<file path="config.mk">
export PLATFORM = sky130hd
export DESIGN_NAME = fetch_unit
export DESIGN_NICKNAME = d
export VERILOG_FILES = /design/src/rtl/fetch_unit.sv
export SDC_FILE = /design/constraint.sdc
export NUM_CORES = 1
export LEC_CHECK = 0
export CELL_PAD_IN_SITES_DETAIL_PLACEMENT = 0
export CELL_PAD_IN_SITES_GLOBAL_PLACEMENT = 1
export CORE_ASPECT_RATIO = 0.7
export CORE_UTILIZATION = 43
export DETAILED_ROUTE_END_ITERATION = 8
export GPL_TIMING_DRIVEN = 0
export PLACE_DENSITY = 0.94
export SLEW_MARGIN = 20
export SYNTH_ARGS = -nofsm -noshare
export SYNTH_HDL_FRONTEND = slang
export SYNTH_SLANG_ARGS = --single-unit
</file>
<file path="constraint.sdc">
create_clock -name clk -period 3.95 [get_ports clk]
set_input_delay 0.79 -clock clk [delete_from_list [all_inputs] [get_ports clk]]
set_output_delay 0.79 -clock clk [all_outputs]
set_load 0.05 [all_outputs]
</file>
<file path="src/rtl/fetch_unit.sv">
// Instruction-fetch stage: owns the fetch PC, issues one imem request at a time and feeds the IF/ID register.
// Stall holds IF/ID (parking a late response in a one-entry buffer); flush redirects and drains any in-flight request.
module fetch_unit #(
  parameter int              PC_W     = 9,
  parameter int              INSTR_W  = 32,
  parameter logic [PC_W-1:0] RESET_PC = '0
) (
  input  logic               clk,
  input  logic               rst_n,
  output logic               imem_req,
  output logic [PC_W-1:0]    imem_addr,
  input  logic [INSTR_W-1:0] imem_rdata,
  input  logic               imem_ready,
  input  logic               stall_i,
  input  logic               flush_i,
  input  logic [PC_W-1:0]    redirect_pc_i,
  output logic [INSTR_W-1:0] if_id_instr,
  output logic [PC_W-1:0]    if_id_pc,
  output logic               if_id_valid,
  output logic               halted
);

  typedef enum logic [1:0] {S_FETCH, S_HOLD, S_DRAIN, S_HALTED} state_t;

  localparam logic [6:0] HALT_OP = 7'b1111111;

  state_t               state_q, state_d;
  logic [PC_W-1:0]      fetch_pc_q, fetch_pc_d;
  logic [PC_W-1:0]      tgt_q, tgt_d;
  logic [INSTR_W-1:0]   buf_instr_q, buf_instr_d;
  logic [PC_W-1:0]      buf_pc_q, buf_pc_d;
  logic [INSTR_W-1:0]   instr_q, instr_d;
  logic [PC_W-1:0]      pc_q, pc_d;
  logic                 valid_q, valid_d;

  logic [PC_W-1:0]      target;
  logic [PC_W-1:0]      pc_inc;

  assign target = redirect_pc_i & ~PC_W'(3);
  assign pc_inc = fetch_pc_q + PC_W'(4);

  always_comb begin
    state_d     = state_q;
    fetch_pc_d  = fetch_pc_q;
    tgt_d       = tgt_q;
    buf_instr_d = buf_instr_q;
    buf_pc_d    = buf_pc_q;
    instr_d     = instr_q;
    pc_d        = pc_q;
    valid_d     = valid_q;

    case (state_q)
      S_FETCH: begin
        if (flush_i) begin
          valid_d = 1'b0;
          if (imem_ready) begin
            fetch_pc_d = target;
          end else begin
            // The old request must still complete before the new address goes out.
            tgt_d   = target;
            state_d = S_DRAIN;
          end
        end else if (imem_ready) begin
          fetch_pc_d = pc_inc;
          if (stall_i) begin
            buf_instr_d = imem_rdata;
            buf_pc_d    = fetch_pc_q;
            state_d     = S_HOLD;
          end else begin
            instr_d = imem_rdata;
            pc_d    = fetch_pc_q;
            valid_d = 1'b1;
            state_d = (imem_rdata[6:0] == HALT_OP) ? S_HALTED : S_FETCH;
          end
        end else if (!stall_i) begin
          valid_d = 1'b0;
        end
      end

      S_HOLD: begin
        if (flush_i) begin
          valid_d    = 1'b0;
          fetch_pc_d = target;
          state_d    = S_FETCH;
        end else if (!stall_i) begin
          instr_d = buf_instr_q;
          pc_d    = buf_pc_q;
          valid_d = 1'b1;
          state_d = (buf_instr_q[6:0] == HALT_OP) ? S_HALTED : S_FETCH;
        end
      end

      S_DRAIN: begin
        valid_d = 1'b0;
        if (flush_i) tgt_d = target;
        if (imem_ready) begin
          fetch_pc_d = flush_i ? target : tgt_q;
          state_d    = S_FETCH;
        end
      end

      S_HALTED: begin
        if (flush_i) begin
          valid_d    = 1'b0;
          fetch_pc_d = target;
          state_d    = S_FETCH;
        end else if (!stall_i) begin
          valid_d = 1'b0;
        end
      end

      default: state_d = S_FETCH;
    endcase
  end

  always_ff @(posedge clk or negedge rst_n) begin
    if (!rst_n) begin
      state_q     <= S_FETCH;
      fetch_pc_q  <= RESET_PC;
      tgt_q       <= '0;
      buf_instr_q <= '0;
      buf_pc_q    <= '0;
      instr_q     <= '0;
      pc_q        <= '0;
      valid_q     <= 1'b0;
    end else begin
      state_q     <= state_d;
      fetch_pc_q  <= fetch_pc_d;
      tgt_q       <= tgt_d;
      buf_instr_q <= buf_instr_d;
      buf_pc_q    <= buf_pc_d;
      instr_q     <= instr_d;
      pc_q        <= pc_d;
      valid_q     <= valid_d;
    end
  end

  assign imem_req    = (state_q == S_FETCH) || (state_q == S_DRAIN);
  assign imem_addr   = fetch_pc_q;
  assign if_id_instr = instr_q;
  assign if_id_pc    = pc_q;
  assign if_id_valid = valid_q;
  assign halted      = (state_q == S_HALTED);

endmodule

</file>
==> results of run 1 <==
-- registers in the layout (all words and copies together) (netlist names) --
| name | flops |
|---|---|
| buf_pc_q | 9 |
| buf_instr_q | 32 |
| tgt_q | 9 |
| state_q | 2 |
| if_id_instr | 32 |
| if_id_valid | 1 |
| imem_addr | 9 |
| if_id_pc | 9 |
-- area by class of cell --
cell class / instances / area (um^2)
clock buffers: 11 / 253
repair buffers: 95 / 970
clock inverters: 5 / 63.8
inverters: 4 / 15.0
fillers: 867 / 4310
multi-input cells: 260 / 1890
flip-flops and latches: 103 / 2580
well taps: 132 / 165
plain buffers: 25 / 118
-- worst max-delay path: stages, from the launching register on --
cell and delay [ns]:
dfrtp_1 0.41, buf_4 0.21, clkbuf_1 0.39, and2_1 0.22, clkdlybuf4s50_1 0.81
-- cell usage in the layout, fill, tap and decap left out, types with 11 or more instances in the layout --
cell type | Yosys | routed
nor2_1 | 49 | 49
a21oi_1 | 50 | 50
dfrtp_1 | 103 | 103
mux2_2 | 38 | 38
buf_2 | 13 | 13
o21ai_0 | 12 | 12
nand2_1 | 11 | 11
clkdlybuf4s50_1 | 0 | 93
mux2i_1 | 41 | 41
mux2_1 | 11 | 11
-- power groups by stage --
stage	Clock, uW	Combinational, uW	Sequential (uW)
after global routing	986	2900	1930
after detailed placement	0	2730	1880
after CTS	945	2740	1860
after global placement	0	2660	1860
after floorplan	0	1030	2670
final	926	2720	1870
-- kinds of logic (layout without fill, tap and decap cells) --
logic type	after synthesis	in the layout	synth area share, %
XOR/XNOR	4	4	0.762
flip-flops	103	103	56.0
AND/OR/NAND/NOR	78	78	7.78
AO/OA/AOI/OAI	87	87	11.3
multiplexers	90	90	20.9
buffers and inverters	29	140	2.88
adder cells (fa/ha/maj)	1	1	0.272
-- metrics by stage --
stage,setup WS (ns),cells
4_1_cts,0.760,635
6_report,0.781,635
3_5_place_dp,1.13,619
2_1_floorplan,1.88,392
5_1_grt,0.661,635
3_3_place_gp,-1.71,618
-- routing by layer --
layer  vias up  track usage [%]
li1       1611                -
met5         -                0
met4         0             7.32
met3         9             5.86
met1      1729             27.7
met2        94             32.7
-- how the worst max path moves through the flow --
stage,from,to,slack (ns),depth (start not counted)
2_1_floorplan,state_q[1]$_DFFE_PN0P_,halted,1.88,3
3_3_place_gp,rst_n,buf_instr_q[13]$_DFFE_PN0P_,-1.71,1
3_5_place_dp,state_q[1]$_DFFE_PN0P_,halted,1.13,4
4_1_cts,state_q[1]$_DFFE_PN0P_,halted,0.76,4
5_1_grt,state_q[1]$_DFFE_PN0P_,halted,0.66,4
6_report,state_q[1]$_DFFE_PN0P_,halted,0.78,4
==> out/results.ini, run 1 <==
[run_status]
status = complete, but fails checks
violations = DRC

[clocking]
cts_root_buf = clkbuf_16
cts_resized = 0
postCtsSetupBuffers = 0
cts_hold_buffers = 0
clock_latency_ns = 0.34
htreeDepth = 3
clockBufferDepth = 2
cts_buffers = 9
cts.clk_slew.worst_paths_ns = 0.07
cts.sinks = 103
tritoncts = yes

[sta]
setup_viol = 0
layout_worst_path_cycle_share_pct = 80.2
fmaxAchievable_ghz = 0.316
rsz0062_at_grt = false
final.setup_skew_ns = 0.00467
fin_crit_ns = 3.17
hold_ws_ns = 0.299
relSlewSlack_pct = 62.6
timing.final.max_slew_violations = 0
fin_setup_tns_ns = 0
finalHoldViolations = 0
tightest_slew_ns = 0.557

[route]
routedWlPerCell_um = 17.1
wl_met3_um = 662
drt_first_pass_iters = 6
drtIter0Drc = 187
vias = 3443
wl_met1_um = 5270
finalWirelength_um = 10900
route.detailed.drc = 10
drt.antenna.violating_nets = 0
dr_wl_met2_um = 4850
top_layer_used = met4
drt-vias-per-instance = 5.42

[placement]
gp_congestion = 0.851
port_buffers = 94
post-dp-hpwl_um = 7710
placed_cell_area_mm2 = 0.00573

[pwr]
switching_share_pct = 43.4
power_leakage_uw = 0.00252
p_sw_uw = 2390
seqPwrFrac_pct = 33.8
peakVddDrop_uv = 588
p_clk_share_pct = 16.8
total_power_uw = 5510
intPower_uw = 3120
power.density_mw_per_mm2 = 911
p_comb_share_pct = 49.4

[global_route]
grt_max_degree = 79
track_usage_pct = 20.7
grt_pass1_wl_um = 17600
antenna_found_initial = 0
grt_pass1_vias = 3519
grt_overflow_total = 0

[hold_path]
hold_path_class = in2async

[die]
num_rows = 31
core-area_mm2 = 0.0104
die-width_um = 126
start_util_pct = 44.4
io_pins = 99
dieArea_mm2 = 0.0111
die_y_um = 88.5

[synthesis]
ys.warnings.count = 0
yosys.area.top_type = dfrtp_1
postSynthCellCount = 392
synth_common_cells = 103 x dfrtp_1, 50 x a21oi_1, 49 x nor2_1, 41 x mux2i_1, 38 x mux2_2
syn-cell-area_mm2 = 0.00460
synth_cell_types = 40
synth_edf_count = 0
ys_ff_latch = 103
syn_avg_cell_area_um2 = 11.7
synth.area.top_cells = dfrtp_1 56%, mux2_2 9.3%, mux2i_1 8.9%, a21oi_1 5.4%, nor2_1 4.0%
synth_fp_nets = 439
async_reset_ff_share_pct = 100
synth-main-ff-cell = dfrtp_1
synth.most_common_cell = dfrtp_1
seq_area_frac_synth_pct = 56.0
synth_top_area_share_pct = 56.0

[critical_path]
timing.rr.end = buf_pc_q[6]$_DFFE_PN0P_
crit_fanout = 10
endpoint_kind = output port
r2r_start = state_q[0]$_DFFE_PN0P_
cp-start-kind = register
path_class = reg2out
r2r_cells = 4
rrSetupSlack_ns = 2.01
crit_arrival_ns = 2.38
required_ns = 3.16

[finish]
drive_gt1_share_pct = 14.9
finalCoreUtilization_pct = 58.4
diodes = 0
nets = 545
area_growth_pct = 31.6
design_area_mm2 = 0.00605

[run]
cap_violations = 0

No activity file was read; power rests on OpenSTA's default activity.
==> inputs of run 2 (changes only) <==
--- a/config.mk
+++ b/config.mk
@@ -8,10 +8,10 @@
 export CELL_PAD_IN_SITES_DETAIL_PLACEMENT = 0
 export CELL_PAD_IN_SITES_GLOBAL_PLACEMENT = 1
 export CORE_ASPECT_RATIO = 0.7
-export CORE_UTILIZATION = 43
+export CORE_UTILIZATION = 36
 export DETAILED_ROUTE_END_ITERATION = 8
 export GPL_TIMING_DRIVEN = 0
-export PLACE_DENSITY = 0.94
+export PLACE_DENSITY = 0.85
 export SLEW_MARGIN = 20
 export SYNTH_ARGS = -nofsm -noshare
 export SYNTH_HDL_FRONTEND = slang
==> constraint.sdc (replaced) <==
create_clock -name clk -period 2.8 [get_ports clk]
set_input_delay 0.56 -clock clk [delete_from_list [all_inputs] [get_ports clk]]
set_output_delay 0.56 -clock clk [all_outputs]
set_load 0.05 [all_outputs]
==> out/results.ini, run 2 (synthesis results as in run 1) <==
[route]
finalWirelength_um = 11300
vias = 3450
drt.antenna.violating_nets = 0
route.detailed.drc = 0
drtIter0Drc = 181
routedWlPerCell_um = 17.0
drt_first_pass_iters = 5
drt-vias-per-instance = 5.20

[finish]
finalCoreUtilization_pct = 48.8
nFillCells = 1138
drive_gt1_share_pct = 14.9
design_area_mm2 = 0.00606
area_growth_pct = 31.8
multi_input_area_mm2 = 0.00189
register_area_mm2 = 0.00258
final_common_cell = dfrtp_1
mostFrequentLayoutCells = 103 x dfrtp_1, 92 x clkdlybuf4s50_1, 50 x a21oi_1, 49 x nor2_1, 41 x mux2i_1
nets = 544
diodes = 0

[critical_path]
cp-start-kind = register
path_cells = clkbuf_1, and2_1, dlygate4sd2_1
endpoint_kind = output port
path_class = reg2out
crit_fanout = 10
rrSetupSlack_ns = 0.92
slowest_stage = dlygate4sd2_1
r2r_cells = 5
cpPeakStageDelay_ns = 0.53
crit_arrival_ns = 1.90
required_ns = 2.24

[global_route]
grt_pass1_wl_um = 17700
grt_max_degree = 80
grt_pass1_vias = 3366
track_usage_pct = 17.9
antenna_found_initial = 0
grt_overflow_total = 0

[pwr]
power_leakage_uw = 0.00251
p_clk_share_pct = 15.9
p_sw_uw = 3370
seqPwrFrac_pct = 34.4
intPower_uw = 4320
switching_share_pct = 43.8
p_comb_share_pct = 49.7
peakVddDrop_uv = 769
power.density_mw_per_mm2 = 1270

[run_status]
status = completed

[sta]
rsz0062_at_grt = false
timing.final.max_slew_violations = 0
fin_crit_ns = 2.46
layout_worst_path_cycle_share_pct = 87.7
final.setup_skew_ns = 0.0103
fmaxAchievable_ghz = 0.407
relSlewSlack_pct = 58.7
setup_viol = 0
finalHoldViolations = 0
tightest_slew_ns = 0.616

[placement]
post-dp-hpwl_um = 7930
placed_cell_area_mm2 = 0.00577
gp_congestion = 0.885
port_buffers = 94

[die]
num_rows = 34
io_pins = 99
dieArea_mm2 = 0.0132
die_y_um = 96.6
core-area_mm2 = 0.0124
start_util_pct = 37.0
die-width_um = 137

[clocking]
clock_latency_ns = 0.35
tritoncts = yes
cts.sinks = 103
cts_root_buf = clkbuf_16
cts_buffers = 9
cts.clk_slew.worst_paths_ns = 0.07
htreeDepth = 3
clockBufferDepth = 2
cts_hold_buffers = 0

[run]
cap_violations = 0

[hold_path]
hold_path_class = in2async

[run 2: changes by cell type in the layout (fill, tap and decap cells not counted), sizes merged]
cell and delta:
clkinv +1, clkinvlp +1, clkdlybuf4s50 -1, bufinv -1, inv -2, dlygate4sd2 +1
[run 2: power groups by stage]
stage          clock, uW  combinational, uW  sequential [uW]
2_1_floorplan          0               1450             3770
3_3_place_gp           0               3770             2630
3_5_place_dp           0               3840             2670
4_1_cts             1250               3860             2650
5_1_grt             1320               4080             2740
6_report            1220               3820             2650
[run 2: timing repair]
action                                  CTS  global route
endpoints found under the setup margin    1             1
setup buffers                             0             0
resized for setup                         1             0
[run 2: worst paths after layout]
check | from | endpoint
min | rst_n | imem_addr[5]$_DFFE_PN0P_
min reg2reg | tgt_q[0]$_DFFE_PN0P_ | tgt_q[0]$_DFFE_PN0P_
max | state_q[0]$_DFFE_PN0P_ | halted
max in group asynchronous | rst_n | if_id_instr[30]$_DFFE_PN0P_
max reg2reg | state_q[0]$_DFFE_PN0P_ | imem_addr[8]$_DFFE_PN0P_
min in group clk | tgt_q[0]$_DFFE_PN0P_ | tgt_q[0]$_DFFE_PN0P_
[run 2: routing by layer]
metal / track usage (%) / wire length (um) / vias to the layer above / part of all wire [%]
met3: 4.69 / 486 / 13 / 4.3
met2: 26.9 / 5060 / 75 / 45
met4: 6.23 / 199 / 0 / 1.8
li1: - / - / 1605 / -
met1: 24.9 / 5530 / 1757 / 49
met5: 0 / 0 / - / 0
[run 2: area by class of cell]
type                    instances  share of cell area [%]
repair buffers                 95                    16.0
flip-flops and latches        103                    42.5
clock inverters                 4                   0.475
well taps                     162                    3.34
plain buffers                  24                    1.88
clock buffers                  12                    4.40
multi-input cells             260                    31.2
inverters                       4                   0.248
[run 2: stage by stage]
step	cells	setup WS (ns)	power (uW)	TNS [ns]	hold WS, ns
detailed placement	649	0.196	6510	0	0.438
CTS	665	0.0888	7760	0	0.0666
global placement	648	-2.64	6390	-271.16	0.470
global route	664	0.230	8140	0	0.0712
floorplan	392	0.958	5220	0	0.264
finish	664	0.344	7690	0	0.0621
[run 2: worst max-delay path, delay by kind of cell, from the launching register on]
kind,cells,cell delay (ns)
buf+inv,2,0.93
flops,1,0.42
simple gates,1,0.20
==> inputs of run 3 (changes only) <==
--- a/config.mk
+++ b/config.mk
@@ -12,6 +12,7 @@
 export DETAILED_ROUTE_END_ITERATION = 8
 export GPL_TIMING_DRIVEN = 0
 export PLACE_DENSITY = 0.85
+export SETUP_SLACK_MARGIN = 0.1
 export SLEW_MARGIN = 20
 export SYNTH_ARGS = -nofsm -noshare
 export SYNTH_HDL_FRONTEND = slang
==> out/results.ini, run 3 (synthesis results as in run 1) <==
[run_status]
status = completed

[clocking]
cts.sinks = 103
tritoncts = yes
clockBufferDepth = 2
clock_latency_ns = 0.35
postCtsSetupBuffers = 0
cts.clk_slew.worst_paths_ns = 0.07
htreeDepth = 3
cts_buffers = 9
cts_root_buf = clkbuf_16

[die]
num_rows = 34
dieArea_mm2 = 0.0132
die_y_um = 96.6
start_util_pct = 37.0
die-width_um = 137
core-area_mm2 = 0.0124
io_pins = 99

[run]
cap_violations = 0

[route]
drtIter0Drc = 181
drt_first_pass_iters = 6
vias = 3451
finalWirelength_um = 11300
routedWlPerCell_um = 17.0
drt.antenna.violating_nets = 0
route.detailed.drc = 0
drt-vias-per-instance = 5.20

[sta]
timing.final.max_slew_violations = 0
rsz0062_at_grt = false
final.setup_skew_ns = 0.00991
setup_viol = 0
relSlewSlack_pct = 58.7
layout_worst_path_cycle_share_pct = 86.4
fin_setup_tns_ns = 0
finalHoldViolations = 0
tightest_slew_ns = 0.616
fmaxAchievable_ghz = 0.413
fin_crit_ns = 2.42

[finish]
drive_gt1_share_pct = 14.9
finalCoreUtilization_pct = 48.8
diodes = 0
nets = 544
mostFrequentLayoutCells = 103 x dfrtp_1, 92 x clkdlybuf4s50_1, 50 x a21oi_1, 49 x nor2_1, 41 x mux2i_1
final_common_cell = dfrtp_1
fin_cells = 664
design_area_mm2 = 0.00606
area_growth_pct = 31.8

[critical_path]
endpoint_kind = output port
crit_arrival_ns = 1.86
path_class = reg2out
cp-start-kind = register
crit_fanout = 10
r2r_start = state_q[0]$_DFFE_PN0P_
required_ns = 2.24
crit_start = state_q[0]$_DFFE_PN0P_

[pwr]
power_leakage_uw = 0.00251
peakVddDrop_uv = 769
power.density_mw_per_mm2 = 1270
total_power_uw = 7690

[global_route]
met3_usage_pct = 4.69
grt_max_degree = 80
use_met1_pct = 24.9
antenna_found_initial = 0
track_usage_pct = 17.9
grt_pass1_wl_um = 17700
grtUsageMet2_pct = 26.9
grt_overflow_total = 0
top_usage_layer = met2
grt_pass1_vias = 3366

[placement]
place_inst = 649
gp_congestion = 0.885
port_buffers = 94
placed_cell_area_mm2 = 0.00577
post-dp-hpwl_um = 7930

[hold_path]
hold_path_class = in2async

## run 3: path summary, 6_finish.rpt
| kind | to | slack [ns] | depth (start not counted) |
|---|---|---|---|
| max | halted | 0.38 | 3 |
| min | imem_addr[5]$_DFFE_PN0P_ | 0.06 | 1 |
| max reg2reg | imem_addr[8]$_DFFE_PN0P_ | 0.93 | 5 |
| min reg2reg | tgt_q[0]$_DFFE_PN0P_ | 0.50 | 1 |
| max in group asynchronous | if_id_instr[30]$_DFFE_PN0P_ | 2.06 | 2 |
| min in group clk | tgt_q[0]$_DFFE_PN0P_ | 0.50 | 1 |
## run 3: timing repair
action / CTS / global route
hold endpoints to repair: 0 / 0
hold buffers: 0 / 0
endpoints found under the setup margin: 1 / 1
gates resized for setup: 2 / 0
## run 3: cell type report
class | instances | area, um^2
fillers | 1137 | 6360
flip-flops and latches | 103 | 2580
multi-input cells | 260 | 1890
repair buffers | 95 | 970
clock buffers | 12 | 267
well taps | 162 | 203
plain buffers | 24 | 114
clock inverters | 4 | 28.8
inverters | 4 | 15.0
## run 3: per-stage QoR
| step | hold WS, ns | setup slack (ns) |
|---|---|---|
| after CTS | 0.0666 | 0.116 |
| final | 0.0640 | 0.380 |
| after global placement | 0.470 | -2.64 |
| after global routing | 0.0712 | 0.257 |
| after floorplan | 0.264 | 0.958 |
| after detailed placement | 0.438 | 0.196 |
## run 3: critical path, cell delays in order, from the launching register on
cell	delay, ns
dfrtp_1	0.41
clkbuf_1	0.39
and2_1	0.20
clkdlybuf4s15_1	0.50
## run 3: layer usage
metal  share of wire [%]  up-vias
li1                    -     1605
met3                 4.1       15
met4                 1.8        0
met1                  49     1754
met5                   0        -
met2                  45       77
## run 3: power by group
part | total, uW | internal [uW] | switching [uW] | leakage, uW
Sequential | 2650 | 2190 | 463 | 0.00121
Combinational | 3820 | 1460 | 2360 | 0.00115
Clock | 1220 | 676 | 544 | 0.000141
==> variant (config.mk and constraints of run 2) <==
The 4 states of `state_t` get a Gray code encoding in 2 bits.
--- a/src/rtl/fetch_unit.sv
+++ b/src/rtl/fetch_unit.sv
@@ -21,5 +21,5 @@
 );
 
-  typedef enum logic [1:0] {S_FETCH, S_HOLD, S_DRAIN, S_HALTED} state_t;
+  typedef enum logic [1:0] {S_FETCH = 2'b00, S_HOLD = 2'b01, S_DRAIN = 2'b11, S_HALTED = 2'b10} state_t;
 
   localparam logic [6:0] HALT_OP = 7'b1111111;
Formal check against the unedited RTL: no difference found for any inputs over 4 cycles, from zero or initial values and one cycle with rst_n low; so few cycles prove little.
==> variant against run 2 <==
Cell area increased by 3.3%; sequential cell count unchanged; core utilization increased by 0.61 points; setup slack got worse by 0.084 ns; area after synthesis increased by 4.1%; final cell count increased by 3.8%; total power increased by 4.2%; wire length decreased by 0.62%; clock power about the same; critical path type unchanged.
==> variant: results (changes against run 2) <==
stage,metric,value,unit,change
outcome,run_status,finished clean,,unchanged
drt,dr_wl_met2,4990,µm,was 5060 µm
timing,timing.slew.headroom,0.484,,was 0.587
layout,final_layout_size_suffix_gt1_frac,0.159,,was 0.149
drt,m1WireLength,5510,µm,was 5530 µm
global_routing,global_route.usage.met1,0.235,,was 0.249
power_and_ir_drop,total_power,8.01,mW,was 7.69 mW
layout,final.clkbuf_count,10,,was 12
timing,worst_clock_skew,0.00695,ns,was 0.0103 ns
yosys,synth.net_count,468,,was 439
setup_path,critical-path-slowest-cell,sky130_fd_sc_hd__clkdlybuf4s50_1,,was sky130_fd_sc_hd__dlygate4sd2_1
power_and_ir_drop,peakVddDrop,0.504,mV,was 0.769 mV
setup_path,critPathArrivalTime,1.98,ns,was 1.90 ns
placed_design,pre_cts_ws,0.202,ns,was 0.196 ns
setup_path,ff2ff_setup_slack,0.59,ns,was 0.92 ns
yosys,synth.avg_cell_area,11.5,µm²,was 11.7 µm²
timing,final_critical_period,2.54,ns,was 2.46 ns
layout,n_all_buffers,123,,was 119
layout,fillers,1145,,was 1138
global_routing,gr-usage-met2,0.262,,was 0.269
timing,hold_ws,0.117,ns,was 0.0621 ns
layout,clock_tree_area_fraction,0.0467,,was 0.0487
placed_design,dp_hpwl,8260,µm,was 7930 µm
global_routing,number_of_global_route_vias_before_repair,3463,,was 3366
die,core_area,12700,µm²,was 12400 µm²
drt,drt-vias-per-instance,5.15,,was 5.20
yosys,synth_seq_area_share,0.539,,was 0.560
drt,dr_wl_met3,573,µm,was 486 µm
layout,nMultiInputCombCells,278,,was 260
-- variant: cell types whose count changed after synthesis, moves of 6 or more --
cell / change
sky130_fd_sc_hd__nand2_1: +47
sky130_fd_sc_hd__nor2_1: -45
sky130_fd_sc_hd__a21oi_1: -41
sky130_fd_sc_hd__o21ai_0: +22
sky130_fd_sc_hd__o21ai_1: +17
sky130_fd_sc_hd__mux2_2: +13
sky130_fd_sc_hd__mux2_1: -11
sky130_fd_sc_hd__ha_1: +6
-- variant: timing repair --
| item | in CTS | in global routing |
|---|---|---|
| setup buffers | 0 | 0 |
| endpoints found under the setup margin | 0 | 1 |
| gates resized for setup | 0 | 1 |
-- variant: cells by family after synthesis --
kind of cell,share of synthesized area
fa+ha+maj,0.0183
flops,0.539
mux,0.220
buf+inv,0.0308
compound gates,0.108
simple gates,0.0818
xor+xnor,0.00183
